===== config.mk =====
export PLATFORM = sky130hd
export DESIGN_NAME = bram_bist_ctrl
export DESIGN_NICKNAME = d
export VERILOG_FILES = /design/src/rtl/bram_bist_ctrl.sv
export SDC_FILE = /design/constraint.sdc
export NUM_CORES = 1
export LEC_CHECK = 0
export BUFFER_PORTS_ARGS = -buffer_cell sky130_fd_sc_hd__buf_2
export CAP_MARGIN = 0
export CORE_MARGIN = 2
export CORE_UTILIZATION = 63
export DETAILED_ROUTE_END_ITERATION = 8
export PLACE_DENSITY = 0.86
export SYNTH_ARGS = -nofsm -noshare
export SYNTH_HDL_FRONTEND = slang
export SYNTH_SLANG_ARGS = --single-unit

===== constraint.sdc =====
create_clock -name clk -period 6.6 [get_ports clk]
set_clock_uncertainty 0.1 [all_clocks]
set_input_delay 0.33 -clock clk [delete_from_list [all_inputs] [get_ports clk]]
set_output_delay 0.33 -clock clk [all_outputs]
set_load 0.01 [all_outputs]

===== src/rtl/bram_bist_ctrl.sv =====
// rtl/bram_bist_ctrl.sv - BRAM built-in self-test controller
// Runs write-all/read-all passes per enabled data pattern and tallies read mismatches.
module bram_bist_ctrl #(
    parameter int          DATA_WIDTH   = 16,
    parameter int          ADDR_WIDTH   = 4,
    parameter int          BYTEEN_WIDTH = 2,
    parameter int          READ_LATENCY = 1,
    parameter logic [31:0] LFSR_SEED    = 32'h1
) (
    input  logic                    clk,
    input  logic                    rst,
    input  logic                    start,
    input  logic [3:0]              pattern_mask,
    output logic                    busy,
    output logic                    done,
    output logic                    pass,
    output logic [15:0]             err_cnt,
    output logic [ADDR_WIDTH-1:0]   fail_addr,
    output logic [DATA_WIDTH-1:0]   fail_data,
    output logic                    we,
    output logic                    re,
    output logic [BYTEEN_WIDTH-1:0] byteen,
    output logic [ADDR_WIDTH-1:0]   waddr,
    output logic [ADDR_WIDTH-1:0]   raddr,
    output logic [DATA_WIDTH-1:0]   wdata,
    input  logic [DATA_WIDTH-1:0]   rdata
);

    localparam int PW    = 1 + ADDR_WIDTH + DATA_WIDTH;
    localparam int PIPEW = READ_LATENCY * PW;

    typedef enum logic [2:0] {
        S_IDLE,
        S_WRITE,
        S_READ,
        S_DRAIN,
        S_NEXT,
        S_DONE
    } state_t;

    state_t                  state;
    logic [3:0]              mask_q;
    logic [1:0]              pidx;
    logic [31:0]             lfsr;
    logic [DATA_WIDTH-1:0]   rexp;
    logic [1:0]              drain_cnt;
    logic [PIPEW-1:0]        pipe;

    logic [PW-1:0]           tail;
    logic                    tail_vld;
    logic [ADDR_WIDTH-1:0]   tail_addr;
    logic [DATA_WIDTH-1:0]   tail_exp;
    logic [2:0]              first_pat;
    logic [2:0]              after_pat;

    // Galois form, taps 32,22,2,1
    function automatic logic [31:0] lfsr_step(input logic [31:0] s);
        return s[0] ? ((s >> 1) ^ 32'h8020_0003) : (s >> 1);
    endfunction

    // Words wider than 32 bits take successive states in ascending 32-bit slices.
    function automatic logic [DATA_WIDTH-1:0] lfsr_word(input logic [31:0] s);
        logic [DATA_WIDTH-1:0] w;
        logic [31:0]           t;
        w = '0;
        t = s;
        for (int i = 0; i < DATA_WIDTH; i++) begin
            w[i] = t[i % 32];
            if ((i % 32) == 31) t = lfsr_step(t);
        end
        return w;
    endfunction

    function automatic logic [DATA_WIDTH-1:0] pattern_word(
        input logic [1:0]            p,
        input logic [ADDR_WIDTH-1:0] a,
        input logic [31:0]           s
    );
        logic [DATA_WIDTH+ADDR_WIDTH-1:0] ax;
        logic [DATA_WIDTH-1:0]            cb;
        logic [DATA_WIDTH-1:0]            w;
        ax = {{DATA_WIDTH{1'b0}}, a};
        cb = '0;
        for (int i = 0; i < DATA_WIDTH; i++) cb[i] = i[0] ^ a[0];
        case (p)
            2'd0:    w = ax[DATA_WIDTH-1:0];
            2'd1:    w = cb;
            2'd2:    w = ~cb;
            default: w = lfsr_word(s);
        endcase
        return w;
    endfunction

    // Lowest enabled pattern at or above 'from'; 3'd4 means none left.
    function automatic logic [2:0] next_pat(input logic [3:0] m, input logic [2:0] from);
        logic [2:0] r;
        r = 3'd4;
        for (int i = 3; i >= 0; i--) begin
            if (m[i] && (i >= int'(from))) r = 3'(i);
        end
        return r;
    endfunction

    assign tail      = pipe[PIPEW-1 -: PW];
    assign tail_vld  = tail[PW-1];
    assign tail_addr = tail[PW-2 -: ADDR_WIDTH];
    assign tail_exp  = tail[DATA_WIDTH-1:0];
    assign first_pat = next_pat(pattern_mask, 3'd0);
    assign after_pat = next_pat(mask_q, {1'b0, pidx} + 3'd1);

    always_ff @(posedge clk or posedge rst) begin
        if (rst) begin
            state     <= S_IDLE;
            mask_q    <= '0;
            pidx      <= '0;
            lfsr      <= '0;
            rexp      <= '0;
            drain_cnt <= '0;
            pipe      <= '0;
            busy      <= 1'b0;
            done      <= 1'b0;
            pass      <= 1'b0;
            err_cnt   <= '0;
            fail_addr <= '0;
            fail_data <= '0;
            we        <= 1'b0;
            re        <= 1'b0;
            byteen    <= '0;
            waddr     <= '0;
            raddr     <= '0;
            wdata     <= '0;
        end else begin
            // Each issued read travels with its address and expected word until rdata is valid.
            pipe <= (pipe << PW) | PIPEW'({re, raddr, rexp});
            if (tail_vld && (tail_exp != rdata)) begin
                if (err_cnt != 16'hFFFF) err_cnt <= err_cnt + 16'd1;
                if (err_cnt == 16'd0) begin
                    fail_addr <= tail_addr;
                    fail_data <= rdata;
                end
            end

            case (state)
                S_IDLE, S_DONE: begin
                    if (start) begin
                        err_cnt   <= '0;
                        fail_addr <= '0;
                        fail_data <= '0;
                        done      <= 1'b0;
                        pass      <= 1'b0;
                        mask_q    <= pattern_mask;
                        if (pattern_mask == 4'd0) begin
                            state <= S_DONE;
                            done  <= 1'b1;
                            pass  <= 1'b1;
                        end else begin
                            state  <= S_WRITE;
                            busy   <= 1'b1;
                            pidx   <= first_pat[1:0];
                            we     <= 1'b1;
                            byteen <= '1;
                            waddr  <= '0;
                            wdata  <= pattern_word(first_pat[1:0], '0, LFSR_SEED);
                            lfsr   <= lfsr_step(LFSR_SEED);
                        end
                    end
                end
                S_WRITE: begin
                    if (waddr == {ADDR_WIDTH{1'b1}}) begin
                        state  <= S_READ;
                        we     <= 1'b0;
                        byteen <= '0;
                        wdata  <= '0;
                        re     <= 1'b1;
                        raddr  <= '0;
                        rexp   <= pattern_word(pidx, '0, LFSR_SEED);
                        lfsr   <= lfsr_step(LFSR_SEED);
                    end else begin
                        waddr <= waddr + 1'b1;
                        wdata <= pattern_word(pidx, waddr + 1'b1, lfsr);
                        lfsr  <= lfsr_step(lfsr);
                    end
                end
                S_READ: begin
                    if (raddr == {ADDR_WIDTH{1'b1}}) begin
                        state     <= S_DRAIN;
                        re        <= 1'b0;
                        drain_cnt <= '0;
                    end else begin
                        raddr <= raddr + 1'b1;
                        rexp  <= pattern_word(pidx, raddr + 1'b1, lfsr);
                        lfsr  <= lfsr_step(lfsr);
                    end
                end
                S_DRAIN: begin
                    if (drain_cnt == 2'(READ_LATENCY - 1)) state <= S_NEXT;
                    else                                   drain_cnt <= drain_cnt + 2'd1;
                end
                S_NEXT: begin
                    if (after_pat[2]) begin
                        state <= S_DONE;
                        busy  <= 1'b0;
                        done  <= 1'b1;
                        pass  <= (err_cnt == 16'd0);
                    end else begin
                        state  <= S_WRITE;
                        pidx   <= after_pat[1:0];
                        we     <= 1'b1;
                        byteen <= '1;
                        waddr  <= '0;
                        wdata  <= pattern_word(after_pat[1:0], '0, LFSR_SEED);
                        lfsr   <= lfsr_step(LFSR_SEED);
                    end
                end
                default: state <= S_IDLE;
            endcase
        end
    end

endmodule


==> results.py, run 1 <==
metrics = {
    "status": {
        "outcome": "finished clean",
    },
    "worst_hold_path": {
        "worstHoldPathType": "in2reg",
    },
    "floorplan": {
        "ios": 90,
        "die_x_microns": 110,
        "floorplan.core_area_sq_um": 10900,
        "starting_density": 0.649,
        "floorplan.die.height_microns": 110,
        "rows": 38,
        "die_area_sq_um": 12100,
    },
    "clock_network": {
        "clock-sinks": 144,
        "cts_inserted_buffers": 17,
        "clock_tree_from_tritoncts": "built",
        "worst_skew_pair.late_latency_ns": 0.54,
        "clock_pin_slew_reported_for_the_worst_setup_and_hold_paths_after_clock_tree_synthesis_ns": 0.06,
        "ctsRootBufferMaster": "sky130_fd_sc_hd__clkbuf_8",
        "clockBufferDepth": 2,
        "postCtsSetupBuffers": 0,
        "cts-htree-levels": 4,
    },
    "detailed_routing": {
        "initialDrtViolationCount": 921,
        "vias_after_detailed_routing": 6071,
        "wl_per_cell_microns": 19.3,
        "totalWireLength_microns": 18200,
        "drt-vias-per-instance": 6.41,
        "count_of_antenna_violating_nets_left_after_detailed_routing": 0,
        "firstDrtPassIters": 6,
        "route.detailed.drc": 0,
    },
    "place": {
        "place_hpwl_microns": 11500,
        "detailedPlace.worstSlack_ns": 2.42,
        "gp_congestion": 0.893,
        "port_buffers": 89,
    },
    "yosys": {
        "mappedNetlistArea_sq_um": 7070,
        "synth_fp_nets": 746,
        "yosys_most_used_dff": "sky130_fd_sc_hd__dfrtp_1",
        "ys_ff_latch": 144,
        "yosys-top-cells-area": "sky130_fd_sc_hd__dfrtp_1, sky130_fd_sc_hd__a21oi_1, sky130_fd_sc_hd__o21ai_0",
        "ys_async_sr_fraction": 1.00,
        "netlist.area_leader.share": 0.510,
        "synth.avg_cell_area_sq_um": 9.84,
        "synth.yosys.seq_area_share": 0.510,
        "synth_cell_type_count": 67,
        "yosysWarningCount": 0,
        "synth_edf_count": 0,
        "post_synth_inst_count": 718,
        "yosys.area.top_type": "sky130_fd_sc_hd__dfrtp_1",
    },
    "sta": {
        "fin_setup_tns_ns": 0,
        "hold_viol": 0,
        "slew-limit-headroom": 0.127,
        "timing.final.crit_share": 0.655,
        "slew_viol_final": 0,
        "report.final.setup_viol": 0,
        "rsz0062_at_grt": "false",
        "crit_path_time_final_ns": 4.33,
        "achievable-frequency_mhz": 231,
        "worst_slack_ns": 2.27,
        "max_slew.worst_pin.slew_ns": 1.31,
    },
    "critical_path": {
        "setup.worst_path.class": "reg2reg",
        "setup.worst_path.end_class": "register",
        "timing.critical_path.slowest_cell_delay_ns": 0.96,
        "critical_path.most_common_cell": "sky130_fd_sc_hd__nand2_1",
        "crit_chain": "nor3b_2, nand2_1, a21oi_2, nand2_1, mux2_2",
        "critical_path_peak_fanout": 31,
        "worst-r2r-setup-slack_ns": 2.27,
        "cp_data_required_time_ns": 6.92,
        "cp_data_arrival_time_ns": 4.64,
        "critPathSlowestCell": "sky130_fd_sc_hd__nand2_1",
        "timing.critical_path.from_type": "register",
    },
    "pwr": {
        "leakage_nw": 3.77,
        "vdd_drop_max_uv": 152,
        "power_per_cell_area_nw_per_um2": 233,
    },
    "grt": {
        "grt_antenna_before_repair": 0,
        "global_route.usage.total": 0.318,
        "global_route.overflow_total": 0,
        "grt_first_pass_wirelength_microns": 29600,
        "grt_max_degree": 87,
        "first_global_vias": 5879,
    },
    "run": {
        "timing.max_cap.violations": 0,
    },
    "layout": {
        "seq_area_sq_um": 3600,
        "multi_input_area_sq_um": 3150,
        "num-nets-final": 822,
        "post_route_cells_drive_above_1_share": 0.192,
        "area_growth_syn_to_layout_pct": 16.7,
        "fillCellCount": 728,
        "antenna-diode-count": 0,
    },
}
## routing by layer
metal / GRT usage / share of wire / up-vias
met1: 0.421 / 0.42 / 2975
met5: 0 / 0 / -
met3: 0.0682 / 0.059 / 37
met4: 0.129 / 0.022 / 0
met2: 0.511 / 0.50 / 280
li1: - / - / 2779
## sequential cells by signal (all words and copies together) (netlist names), 2 cells and up
name       cells
drain_cnt      2
err_cnt       16
fail_addr      4
fail_data     16
lfsr          32
mask_q         3
pidx           2
pipe          21
raddr          4
rexp          16
state          3
waddr          4
wdata         16
## cell type report
| class | count | share of cell area |
|---|---|---|
| Clock inverter | 14 | 0.0190 |
| Multi-Input combinational cell | 500 | 0.382 |
| Inverter | 20 | 0.00970 |
| Sequential cell | 144 | 0.437 |
| Timing Repair Buffer | 111 | 0.0795 |
| Tap cell | 140 | 0.0212 |
| Clock buffer | 18 | 0.0519 |
## path summary, 6_finish.rpt
check / cells past startpoint / start / endpoint
setup / recovery: 5 / state[1] / lfsr[29]
hold / removal: 3 / rdata[3] / fail_data[3]
setup reg to reg: 5 / state[1] / lfsr[29]
hold reg to reg: 0 / rexp[1] / pipe[1]
max in group asynchronous: 4 / rst / lfsr[3]
min in group asynchronous: 3 / rst / err_cnt[13]
## placed cells by master (no fill, tap or decap), drive strengths merged, types with 18 or more instances in the layout
master and n:
dfrtp 144, a21oi 67, buf 93, o21ai 65, nor2 42, xnor2 21, nand3 35, dlygate4sd3 18
clkbuf 18, nand4 27, inv 24, nand2 49
## stage by stage
step / instance area (sq um) / cells / hold WS, ns / power, mW / util
after floorplan: 7070 / 718 / 0.254 / 0.950 / -
after global placement: 7490 / 897 / 0.264 / 0.977 / 0.688
after detailed placement: 7490 / 897 / 0.268 / 0.980 / 0.688
after CTS: 8240 / 946 / 0.00283 / 1.92 / 0.757
after global routing: 8250 / 947 / 0.0109 / 1.98 / 0.758
final: 8250 / 947 / 0.0158 / 1.92 / 0.758
## cell usage after synthesis, types with 5 or more instances
cell type                    n
sky130_fd_sc_hd__a21bo_2    10
sky130_fd_sc_hd__a21o_1     15
sky130_fd_sc_hd__a21oi_1    66
sky130_fd_sc_hd__a31oi_1    13
sky130_fd_sc_hd__a41oi_1     5
sky130_fd_sc_hd__and3_1      5
sky130_fd_sc_hd__and4_1     13
sky130_fd_sc_hd__buf_2      13
sky130_fd_sc_hd__clkbuf_1   29
sky130_fd_sc_hd__dfrtp_1   144
sky130_fd_sc_hd__ha_1        5
sky130_fd_sc_hd__inv_1      20
sky130_fd_sc_hd__mux2i_1     8
sky130_fd_sc_hd__nand2_1    49
sky130_fd_sc_hd__nand2b_1    9
sky130_fd_sc_hd__nand3_1    35
sky130_fd_sc_hd__nand4_1    27
sky130_fd_sc_hd__nor2_1     42
sky130_fd_sc_hd__nor2b_1     7
sky130_fd_sc_hd__nor3_1      7
sky130_fd_sc_hd__o211ai_1   14
sky130_fd_sc_hd__o21a_1     13
sky130_fd_sc_hd__o21ai_0    63
sky130_fd_sc_hd__o22a_1      7
sky130_fd_sc_hd__o31ai_1     5
sky130_fd_sc_hd__or4_1       6
sky130_fd_sc_hd__xnor2_1    21
## kinds of logic (layout without fill, tap and decap cells)
group	after synthesis	after routing	share of synthesized area
compound gates	239	239	0.219
xor+xnor	23	23	0.0285
fa+ha+maj	5	5	0.00885
buf+inv	74	163	0.0471
flops	144	144	0.510
mux	12	12	0.0177
simple gates	221	221	0.169
## where the power goes
group,internal [mW],switching [mW]
Combinational,0.0294,0.0466
Sequential,0.892,0.00625
Clock,0.555,0.393
Total,1.48,0.446
## worst max-delay path, delay by kind of cell (launching register included)
family             cells  cell delay [ns]
DFF                    1             0.78
and+or+nand+nor        3             1.84
AOI/OAI and AO/OA      1             0.92
muxes                  1             0.55
## timing repair
action / in CTS / in global routing
hold buffers: 17 / 1
resized for setup: 0 / 0
hold endpoints to repair: 74 / 1
endpoints found under the setup margin: 0 / 0
Note: power is estimated with default switching activity, not from simulation.
==> run 2, diff against run 1 <==
--- a/config.mk
+++ b/config.mk
@@ -8,9 +8,9 @@
 export BUFFER_PORTS_ARGS = -buffer_cell sky130_fd_sc_hd__buf_2
 export CAP_MARGIN = 0
 export CORE_MARGIN = 2
-export CORE_UTILIZATION = 63
+export CORE_UTILIZATION = 52
 export DETAILED_ROUTE_END_ITERATION = 8
-export PLACE_DENSITY = 0.86
+export PLACE_DENSITY = 0.76
 export SYNTH_ARGS = -nofsm -noshare
 export SYNTH_HDL_FRONTEND = slang
 export SYNTH_SLANG_ARGS = --single-unit
==> constraint.sdc (replaced) <==
create_clock -name clk -period 3.63 [get_ports clk]
set_clock_uncertainty 0.1 [all_clocks]
set_input_delay 0.1815 -clock clk [delete_from_list [all_inputs] [get_ports clk]]
set_output_delay 0.1815 -clock clk [all_outputs]
set_load 0.01 [all_outputs]
==> results.py, run 2 (synthesized netlist as in run 1, its figures left out) <==
metrics = {
    "clock_network": {
        "clock-sinks": 144,
        "ctsRootBufferMaster": "sky130_fd_sc_hd__clkbuf_16",
        "clock_tree_from_tritoncts": "built",
        "postCtsSetupBuffers": 0,
        "clockBufferDepth": 2,
        "cts_inserted_buffers": 17,
        "post_cts.resized_instances": 0,
        "worst_skew_pair.late_latency_ns": 0.42,
        "cts-htree-levels": 4,
        "clock_pin_slew_reported_for_the_worst_setup_and_hold_paths_after_clock_tree_synthesis_ns": 0.06,
    },
    "detailed_routing": {
        "totalWireLength_microns": 17200,
        "count_of_antenna_violating_nets_left_after_detailed_routing": 0,
        "drt-vias-per-instance": 6.00,
        "vias_after_detailed_routing": 5961,
        "route.detailed.drc": 0,
        "firstDrtPassIters": 6,
        "wl_per_cell_microns": 17.3,
        "initialDrtViolationCount": 585,
    },
    "floorplan": {
        "starting_density": 0.534,
        "die_x_microns": 121,
        "die_area_sq_um": 14500,
        "floorplan.die.height_microns": 121,
        "floorplan.core_area_sq_um": 13200,
        "rows": 42,
        "ios": 90,
    },
    "critical_path": {
        "setup.worst_path.end_class": "register",
        "setup.worst_path.class": "reg2reg",
        "timing.rr.start": "pidx[0]",
        "critPathSlowestCell": "sky130_fd_sc_hd__nor3b_1",
        "regToRegEndpoint": "wdata[6]",
        "crit_chain": "nor3b_1, nor4_4, nor3_4, o311ai_2, o22a_1",
        "cp_data_required_time_ns": 3.84,
        "worst-r2r-setup-slack_ns": 0.93,
        "timing.critical_path.from_type": "register",
        "r2r_cells": 5,
        "timing.critical_path.slowest_cell_delay_ns": 0.67,
        "critical_path_peak_fanout": 23,
        "cp_data_arrival_time_ns": 2.91,
    },
    "pwr": {
        "leakage_nw": 3.86,
        "vdd_drop_max_uv": 281,
        "power_per_cell_area_nw_per_um2": 448,
    },
    "grt": {
        "grt_max_degree": 109,
        "grt_first_pass_wirelength_microns": 28000,
        "grt_antenna_before_repair": 0,
        "first_global_vias": 5690,
        "global_route.usage.total": 0.243,
        "global_route.overflow_total": 0,
    },
    "sta": {
        "crit_path_time_final_ns": 2.70,
        "achievable-frequency_mhz": 370,
        "max_slew.worst_pin.slew_ns": 1.27,
        "report.final.setup_viol": 0,
        "fin_setup_tns_ns": 0,
        "slew-limit-headroom": 0.155,
        "slew_viol_final": 0,
        "hold_viol": 0,
        "rsz0062_at_grt": "false",
        "timing.final.crit_share": 0.745,
    },
    "run": {
        "timing.max_cap.violations": 0,
    },
    "layout": {
        "finish.utilization": 0.641,
        "area_growth_syn_to_layout_pct": 20.1,
        "fin_area_sq_um": 8490,
        "layout_commonest_cell": "sky130_fd_sc_hd__dfrtp_1",
        "post_route_cells_drive_above_1_share": 0.200,
        "reg_top3": "lfsr: 32 flops, pipe: 21 flops",
        "final_cell_mix": "sky130_fd_sc_hd__dfrtp_1, sky130_fd_sc_hd__buf_2, sky130_fd_sc_hd__a21oi_1",
        "largest_register_ffs": 32,
        "antenna-diode-count": 0,
        "max_flop_register": "lfsr",
        "num-nets-final": 832,
    },
    "status": {
        "outcome": "finished clean",
    },
    "worst_hold_path": {
        "min_from": "pattern_mask[0]",
        "min_path_cells": 3,
        "timing.hold.worst_endpoint": "pidx[0]",
        "worstHoldPathType": "in2reg",
    },
    "place": {
        "place_hpwl_microns": 11400,
        "gp_congestion": 0.970,
        "port_buffers": 89,
        "post_dp_cell_area_sq_um": 7600,
    },
}
-- run 2: layout make-up --
class / instances / area, sq um
Fill cell: 1078 / 4750
Sequential cell: 144 / 3600
Multi-Input combinational cell: 500 / 3150
Timing Repair Buffer: 121 / 748
Clock buffer: 17 / 425
Clock inverter: 15 / 263
Tap cell: 176 / 220
Inverter: 20 / 78.8
-- run 2: report_power, final --
group	total [mW]	switching [mW]	internal, mW	leakage (nW)
combinational	0.140	0.0834	0.0563	1.79
sequential	1.63	0.0112	1.62	1.74
clock	2.03	0.675	1.35	0.333
total	3.80	0.770	3.03	3.86
-- run 2: repair_timing --
action,in CTS,in global routing
hold buffers,20,0
endpoints found under the setup margin,0,0
hold endpoints to repair,55,0
-- run 2: worst max-delay path: cells and delay by family, from the launching register on --
family | cells | cell delay, ns
DFF | 1 | 0.62
AOI/OAI and AO/OA | 2 | 0.62
and+or+nand+nor | 3 | 1.25
-- run 2: how the worst max path moves through the flow --
| stage | to | slack, ns | cells past startpoint | startpoint |
|---|---|---|---|---|
| 2_1_floorplan | busy | 1.54 | 1 | rst |
| 3_3_place_gp | lfsr[29] | 1.08 | 6 | state[1] |
| 3_5_place_dp | wdata[6] | 1.0 | 5 | pidx[0] |
| 4_1_cts | wdata[6] | 0.99 | 5 | pidx[0] |
| 5_1_grt | wdata[6] | 0.81 | 5 | pidx[0] |
| 6_report | wdata[6] | 0.93 | 5 | pidx[0] |
-- run 2: per-layer routing --
metal / vias up / part of all wire / GRT usage
met2: 222 / 0.48 / 0.393
met1: 2907 / 0.44 / 0.321
met4: 0 / 0.020 / 0.0938
met5: - / 0 / 0
met3: 28 / 0.059 / 0.0538
li1: 2804 / - / -
-- run 2: metrics by stage --
stage | instances | total power, mW | hold WS [ns] | setup WS [ns]
final | 993 | 3.80 | 0.145 | 0.927
after global routing | 993 | 3.91 | 0.139 | 0.808
after CTS | 993 | 3.83 | 0.103 | 0.993
after detailed placement | 941 | 1.78 | 0.262 | 0.999
after global placement | 941 | 1.78 | 0.263 | 1.08
after floorplan | 718 | 1.73 | 0.187 | 1.54
